===== src/rtl/turn_timer_pkg.sv =====
// Shared types and width helpers for the turn timeout timer.
package turn_timer_pkg;

    typedef enum logic [1:0] {
        IDLE    = 2'd0,
        RUN     = 2'd1,
        PAUSED  = 2'd2,
        EXPIRED = 2'd3
    } turn_state_t;

    function automatic int player_width(input int n_players);
        return ($clog2(n_players) < 1) ? 1 : $clog2(n_players);
    endfunction

    function automatic int secs_width(input int timeout_s);
        return $clog2(timeout_s + 1);
    endfunction

    function automatic int prescaler_width(input int clk_hz);
        return $clog2(clk_hz);
    endfunction

endpackage


===== src/rtl/tick_prescaler.sv =====
// Divides clk down to a one-cycle tick every CLK_HZ counted cycles.
module tick_prescaler
    import turn_timer_pkg::*;
#(
    parameter int  CLK_HZ = 50_000_000,
    localparam int CW     = prescaler_width(CLK_HZ)
) (
    input  logic clk,
    input  logic reset_game,
    input  logic run,
    input  logic clear,
    output logic tick
);

    localparam logic [CW-1:0] COUNT_LAST = CW'(CLK_HZ - 1);

    logic [CW-1:0] count_r;

    // Tick marks the cycle whose edge wraps the count back to zero.
    always_comb begin
        tick = run && (count_r == COUNT_LAST);
    end

    // Prescaler count: clear wins, otherwise count only while running.
    always_ff @(posedge clk or posedge reset_game) begin
        if (reset_game) begin
            count_r <= {CW{1'b0}};
        end else if (clear) begin
            count_r <= {CW{1'b0}};
        end else if (run) begin
            if (count_r == COUNT_LAST) begin
                count_r <= {CW{1'b0}};
            end else begin
                count_r <= count_r + CW'(1);
            end
        end else begin
            count_r <= count_r;
        end
    end

endmodule


===== src/rtl/turn_timer_param_check.sv =====
// Elaboration-time legality checks on the turn timer parameters.
module turn_timer_param_check #(
    parameter int CLK_HZ    = 2,
    parameter int TIMEOUT_S = 2,
    parameter int WARN_S    = 1,
    parameter int N_PLAYERS = 2
) ();

    generate
        if (CLK_HZ < 2) begin : g_bad_clk_hz
            $error("turn_timeout_timer: CLK_HZ must be at least 2");
        end
        if (TIMEOUT_S < 1) begin : g_bad_timeout
            $error("turn_timeout_timer: TIMEOUT_S must be at least 1");
        end
        if ((WARN_S < 1) || (WARN_S >= TIMEOUT_S)) begin : g_bad_warn
            $error("turn_timeout_timer: WARN_S must satisfy 1 <= WARN_S < TIMEOUT_S");
        end
        if (N_PLAYERS < 2) begin : g_bad_players
            $error("turn_timeout_timer: N_PLAYERS must be at least 2");
        end
    endgenerate

endmodule


===== src/rtl/turn_timeout_timer.sv =====
// Per-turn timeout: seconds countdown, expiry request pulse and player tracking.
// Optional low-time warning output enabled by defining TURN_TIMER_WARN_EN.
module turn_timeout_timer
    import turn_timer_pkg::*;
#(
    parameter int  CLK_HZ    = 50_000_000,
    parameter int  TIMEOUT_S = 30,
    parameter int  WARN_S    = 5,
    parameter int  N_PLAYERS = 2,
    localparam int PW        = player_width(N_PLAYERS),
    localparam int SW        = secs_width(TIMEOUT_S)
) (
    input  logic          clk,
    input  logic          reset_game,
    input  logic          enable,
    input  logic          pause,
    input  logic          next_turn,
    output logic          gen_turn,
    output logic [PW-1:0] player,
    output logic [SW-1:0] secs_left,
    output logic          warn
);

    localparam logic [SW-1:0] SECS_RELOAD = SW'(TIMEOUT_S);
    localparam logic [PW-1:0] LAST_PLAYER = PW'(N_PLAYERS - 1);

    turn_state_t   state_r, state_s;
    logic [SW-1:0] secs_r, secs_s;
    logic [PW-1:0] player_r, player_s, player_inc_s;
    logic          gen_r, gen_s;
    logic          run_s, clear_s, tick_s;

    turn_timer_param_check #(
        .CLK_HZ    (CLK_HZ),
        .TIMEOUT_S (TIMEOUT_S),
        .WARN_S    (WARN_S),
        .N_PLAYERS (N_PLAYERS)
    ) u_param_check ();

    tick_prescaler #(
        .CLK_HZ (CLK_HZ)
    ) u_prescaler (
        .clk        (clk),
        .reset_game (reset_game),
        .run        (run_s),
        .clear      (clear_s),
        .tick       (tick_s)
    );

    // Prescaler control; a PAUSED cycle with pause released already counts.
    always_comb begin
        clear_s = (!enable) || (state_r == IDLE) || next_turn;
        run_s   = enable && !next_turn && !pause &&
                  ((state_r == RUN) || (state_r == PAUSED));
    end

    // Player index wraps from the last player back to 0.
    always_comb begin
        if (player_r == LAST_PLAYER) begin
            player_inc_s = {PW{1'b0}};
        end else begin
            player_inc_s = player_r + PW'(1);
        end
    end

    // Next-state, countdown and expiry request, in priority order.
    always_comb begin
        state_s  = state_r;
        secs_s   = secs_r;
        player_s = player_r;
        gen_s    = 1'b0;
        if (!enable) begin
            state_s  = IDLE;
            secs_s   = SECS_RELOAD;
            player_s = next_turn ? player_inc_s : player_r;
        end else if ((state_r == IDLE) || next_turn) begin
            state_s  = pause ? PAUSED : RUN;
            secs_s   = SECS_RELOAD;
            player_s = next_turn ? player_inc_s : player_r;
        end else begin
            case (state_r)
                RUN, PAUSED: begin
                    if (pause) begin
                        state_s = PAUSED;
                    end else begin
                        state_s = RUN;
                        if (tick_s) begin
                            if (secs_r <= SW'(1)) begin
                                secs_s  = {SW{1'b0}};
                                gen_s   = 1'b1;
                                state_s = EXPIRED;
                            end else begin
                                secs_s = secs_r - SW'(1);
                            end
                        end else begin
                            secs_s = secs_r;
                        end
                    end
                end
                EXPIRED: begin
                    state_s = EXPIRED;
                    secs_s  = {SW{1'b0}};
                end
                default: begin
                    state_s = IDLE;
                    secs_s  = SECS_RELOAD;
                end
            endcase
        end
    end

    // State and output registers.
    always_ff @(posedge clk or posedge reset_game) begin
        if (reset_game) begin
            state_r  <= IDLE;
            secs_r   <= SECS_RELOAD;
            player_r <= {PW{1'b0}};
            gen_r    <= 1'b0;
        end else begin
            state_r  <= state_s;
            secs_r   <= secs_s;
            player_r <= player_s;
            gen_r    <= gen_s;
        end
    end

    assign gen_turn  = gen_r;
    assign player    = player_r;
    assign secs_left = secs_r;

`ifdef TURN_TIMER_WARN_EN
    localparam logic [SW-1:0] WARN_LEVEL = SW'(WARN_S);

    logic warn_r, warn_s;

    // Warning follows the upcoming state and count so it lines up with secs_left.
    always_comb begin
        warn_s = ((state_s == RUN) || (state_s == PAUSED)) &&
                 (secs_s != {SW{1'b0}}) && (secs_s <= WARN_LEVEL);
    end

    // Warning register.
    always_ff @(posedge clk or posedge reset_game) begin
        if (reset_game) begin
            warn_r <= 1'b0;
        end else begin
            warn_r <= warn_s;
        end
    end

    assign warn = warn_r;
`else
    assign warn = 1'b0;
`endif

endmodule


===== config.mk =====
export PLATFORM = sky130hd
export DESIGN_NAME = turn_timeout_timer
export DESIGN_NICKNAME = d
export VERILOG_FILES = /design/src/rtl/turn_timer_pkg.sv /design/src/rtl/tick_prescaler.sv /design/src/rtl/turn_timer_param_check.sv /design/src/rtl/turn_timeout_timer.sv
export SDC_FILE = /design/constraint.sdc
export NUM_CORES = 1
export LEC_CHECK = 0
export BUFFER_PORTS_ARGS = -buffer_cell sky130_fd_sc_hd__buf_4
export CELL_PAD_IN_SITES_DETAIL_PLACEMENT = 1
export CELL_PAD_IN_SITES_GLOBAL_PLACEMENT = 2
export CORE_MARGIN = 2
export CORE_UTILIZATION = 35
export DETAILED_ROUTE_END_ITERATION = 12
export PLACE_DENSITY = 0.73
export REMOVE_ABC_BUFFERS = 1
export SYNTH_ARGS = -nofsm -noshare
export SYNTH_HDL_FRONTEND = slang
export SYNTH_SLANG_ARGS = --single-unit

===== constraint.sdc =====
create_clock -name clk -period 1.9 [get_ports clk]
set_input_delay 0 -clock clk [delete_from_list [all_inputs] [get_ports clk]]
set_output_delay 0 -clock clk [all_outputs]
set_load 0.05 [all_outputs]

==> flow_metrics.tcl <==
set metrics [dict create \
    synth.yosys.seq_area_share_pct 41.9 \
    setup_repair_after_global_routing_missed_its_margin "yes" \
    min_path_type "input port to flip-flop" \
    peakVddDrop_mv 0.281 \
    fin_worst_skew_ns 0.00692 \
    crit_path_max_fanout 4 \
    starting_utilization_of_the_core_area_pct 35.9 \
    placementRows 28 \
    element_type_at_the_critical_path_start "flip-flop" \
    die_w_um 81.5 \
    power_mw 1.59 \
    sw_frac_of_total_pct 28.6 \
    synth_warnings 0 \
    grt_remaining_overflow 0 \
    synth_top_cell_area_share_pct 36.9 \
    net_switching_component_of_the_power_mw 0.455 \
    die_height_um 81.5 \
    core_region_area_sq_um 5850 \
    yosys_register_bits 35 \
    synthTopCellsByArea "dfrtp_1, xor2_1, dfstp_2" \
    layout.nets 286 \
    finalWorstPathRequiredPeriod_ns 1.82 \
    total_leakage_power_nw 1.17 \
    gpl.final_weighted_congestion 0.830 \
    criticalPathCategory "flip-flop to flip-flop" \
    dp.final_hpwl_um 4140 \
    timing.fmax_ghz 0.549 \
    postSynth.topFlopCell "dfrtp_1" \
    pwr-share-comb_pct 14.5 \
    cts_htree_levels 2 \
    grt_antenna_before_repair 0 \
    syn_inst 222 \
    port_buffers 11 \
    area_growth_from_synthesis_to_final_layout_pct 31.0 \
    hold_viol_final 0 \
    run_status "finished, final reports clean" \
    post-route-util_pct 47.0 \
    n_antenna_cell 0 \
    finalHoldWorstSlack_ns 0.0818 \
    critical_path.endpoint_type "flip-flop" \
    internal_power_mw 1.13 \
    first_drt_pass_iteration_count 4 \
    cts_buffer_depth 2 \
    report.final.slew_viol_count 0 \
    root_buffer "clkbuf_8" \
    synth_area_per_cell_sq_um 9.46 \
    pin_count_of_the_biggest_net_entering_global_routing 36 \
    post_dp_cell_area_sq_um 2510 \
    post_synth_num_cell_types 51 \
    synth_enable_flop_cells 0 \
    grt_first_pass_wirelength_um 9680 \
    synth_async_sr_flop_share_pct 100 \
    path_buf_inv 2 \
    pwr-share-clk_pct 36.6 \
    cp_top_family "simple AND/OR/NAND/NOR gates" \
    routed_via_density 5.34 \
    most_prevalent_standard_cell_on_the_critical_path "buf_4" \
    i_o_pin_cnt 13 \
    vias 1876 \
    clock_sinks 35 \
    first_global_vias 1967 \
    drive_above_1_share_pct 31.5 \
    wire_per_inst_um 16.6 \
    final_cell_area_sq_um 2750 \
    first_iter_violations 117 \
    worst-endpoint-required_ns 2.12 \
    synth.largest_area_cell "dfrtp_1" \
    drv.max_cap_violation_count 0 \
    syn-cell-area_sq_um 2100 \
    slowest_delay_ns 0.36 \
    detail_route.wirelength_um 5830 \
    globalRouteTotalUtil_pct 19.4 \
    drc 0 \
    clk-insertion-delay-late_ns 0.30 \
    cts_inserted_buffers 5 \
    timing.final.setup_violations 0 \
    slew-limit-headroom_pct 64.4 \
    post-place-cells 337 \
    layout.cells.most_common "buf_4" \
    timing.critical_path.arrival_ns 2.04 \
    finish.cell_count_without_fillers 351 \
    tritoncts "done" \
    layout_common_cells "buf_4, dfrtp_1, nor2_1" \
    pwr_density_cell_nw_per_um2 578 \
    crit_slowest_cell "dfrtp_1" \
    full_die_area_sq_um 6640 \
    clk_pin_slew_ns 0.08 \
    worst-slew-pin-transition_ns 0.529 \
    detail-route-antenna-nets 0 \
    period_share_pct 95.8 \
    cp_cell_instances "ha_2 -> and4_4 -> nand3_2 -> buf_4 -> nor4_4 -> buf_4 -> o22ai_1 -> o2bb2ai_1" \
    sequentialPowerShare_pct 48.9 \
]
[kinds of logic (layout without fill, tap and decap cells)]
group / after synthesis / count (layout) / synth area share, %
mux: 2 / 2 / 0.953
simple gates: 112 / 112 / 31.1
fa+ha+maj: 5 / 5 / 2.98
flops: 35 / 35 / 41.9
compound gates: 33 / 33 / 11.4
other cells: 1 / 1 / 0.179
xor+xnor: 18 / 18 / 7.50
buf+inv: 16 / 70 / 3.93
[repair_timing]
item,in CTS,in global routing
hold buffers,3,0
gates resized for setup,3,17
pin swaps,1,5
hold endpoints to repair,34,0
gates cloned,0,1
setup buffers,0,3
endpoints found under the setup margin,6,28
[routing by layer]
| metal | GRT usage, % | share of wire, % |
|---|---|---|
| met3 | 3.85 | 2.2 |
| met4 | 7.46 | 1.7 |
| met2 | 30.4 | 48 |
| met5 | 0 | 0 |
| met1 | 26.2 | 48 |
[synth_stat cells (4+ instances only)]
library cell / number
a31oi_1: 4
nor3_1: 7
xor2_1: 13
o2bb2ai_1: 4
and2_1: 4
nor2_1: 26
and4_1: 6
nand4_1: 11
and3_1: 5
nor4_1: 6
o21ai_0: 6
nand2_1: 15
ha_1: 5
dfstp_2: 4
dfrtp_1: 31
inv_1: 8
nand3_1: 11
xnor2_1: 5
o22ai_1: 5
[path summary, 6_finish.rpt]
| check | from | end | slack (ns) | depth (start not counted) |
|---|---|---|---|---|
| max | u_prescaler.count_r[1]$_DFFE_PP0P_ | secs_left[2]$_DFFE_PP1P_ | 0.08 | 8 |
| min | pause | state_r[1]$_DFF_PP0_ | 0.08 | 3 |
| min reg2reg | player$_DFFE_PP0P_ | player$_DFFE_PP0P_ | 0.47 | 1 |
| max in group asynchronous | reset_game | secs_left[4]$_DFFE_PP1P_ | 1.19 | 4 |
| max reg2reg | u_prescaler.count_r[1]$_DFFE_PP0P_ | secs_left[2]$_DFFE_PP1P_ | 0.08 | 8 |
| min in group asynchronous | reset_game | u_prescaler.count_r[22]$_DFFE_PP0P_ | 0.37 | 4 |
[per-stage QoR]
step | worst slack, ns | TNS [ns]
final | 0.0793 | 0
after global routing | -0.0445 | -0.0554
after CTS | 0.000599 | 0
after detailed placement | -0.0170 | -0.0224
after global placement | 0.0247 | 0
after floorplan | -0.895 | -13.80
[power by group through the flow]
stage               sequential, mW  combinational (mW)  clock [mW]
finish                       0.777               0.231       0.581
global route                 0.780               0.251       0.621
CTS                          0.777               0.218       0.593
detailed placement           0.790               0.212           0
global placement             0.790               0.209           0
floorplan                    0.839              0.0809           0
[layout make-up]
cell class | instances | area [sq um]
clock buffers | 6 | 82.6
clock inverters | 1 | 5.00
fillers | 679 | 3100
inverters | 8 | 30.0
multi-input cells | 171 | 1220
flip-flops and latches | 35 | 881
well taps | 75 | 93.8
repair buffers | 55 | 437
[state kept, by name, summed over array words and instances (netlist names)]
name	cells
gen_turn	1
player	1
secs_left	5
state_r	2
u_prescaler.count_r	26
[worst reg2reg max path: cells and delay by family (launching register included)]
family	cells	cell delay [ns]
fa+ha+maj	1	0.22
flops	1	0.36
simple gates	3	0.59
buf+inv	2	0.35
compound gates	2	0.22
No activity file was read; power rests on OpenSTA's default activity.
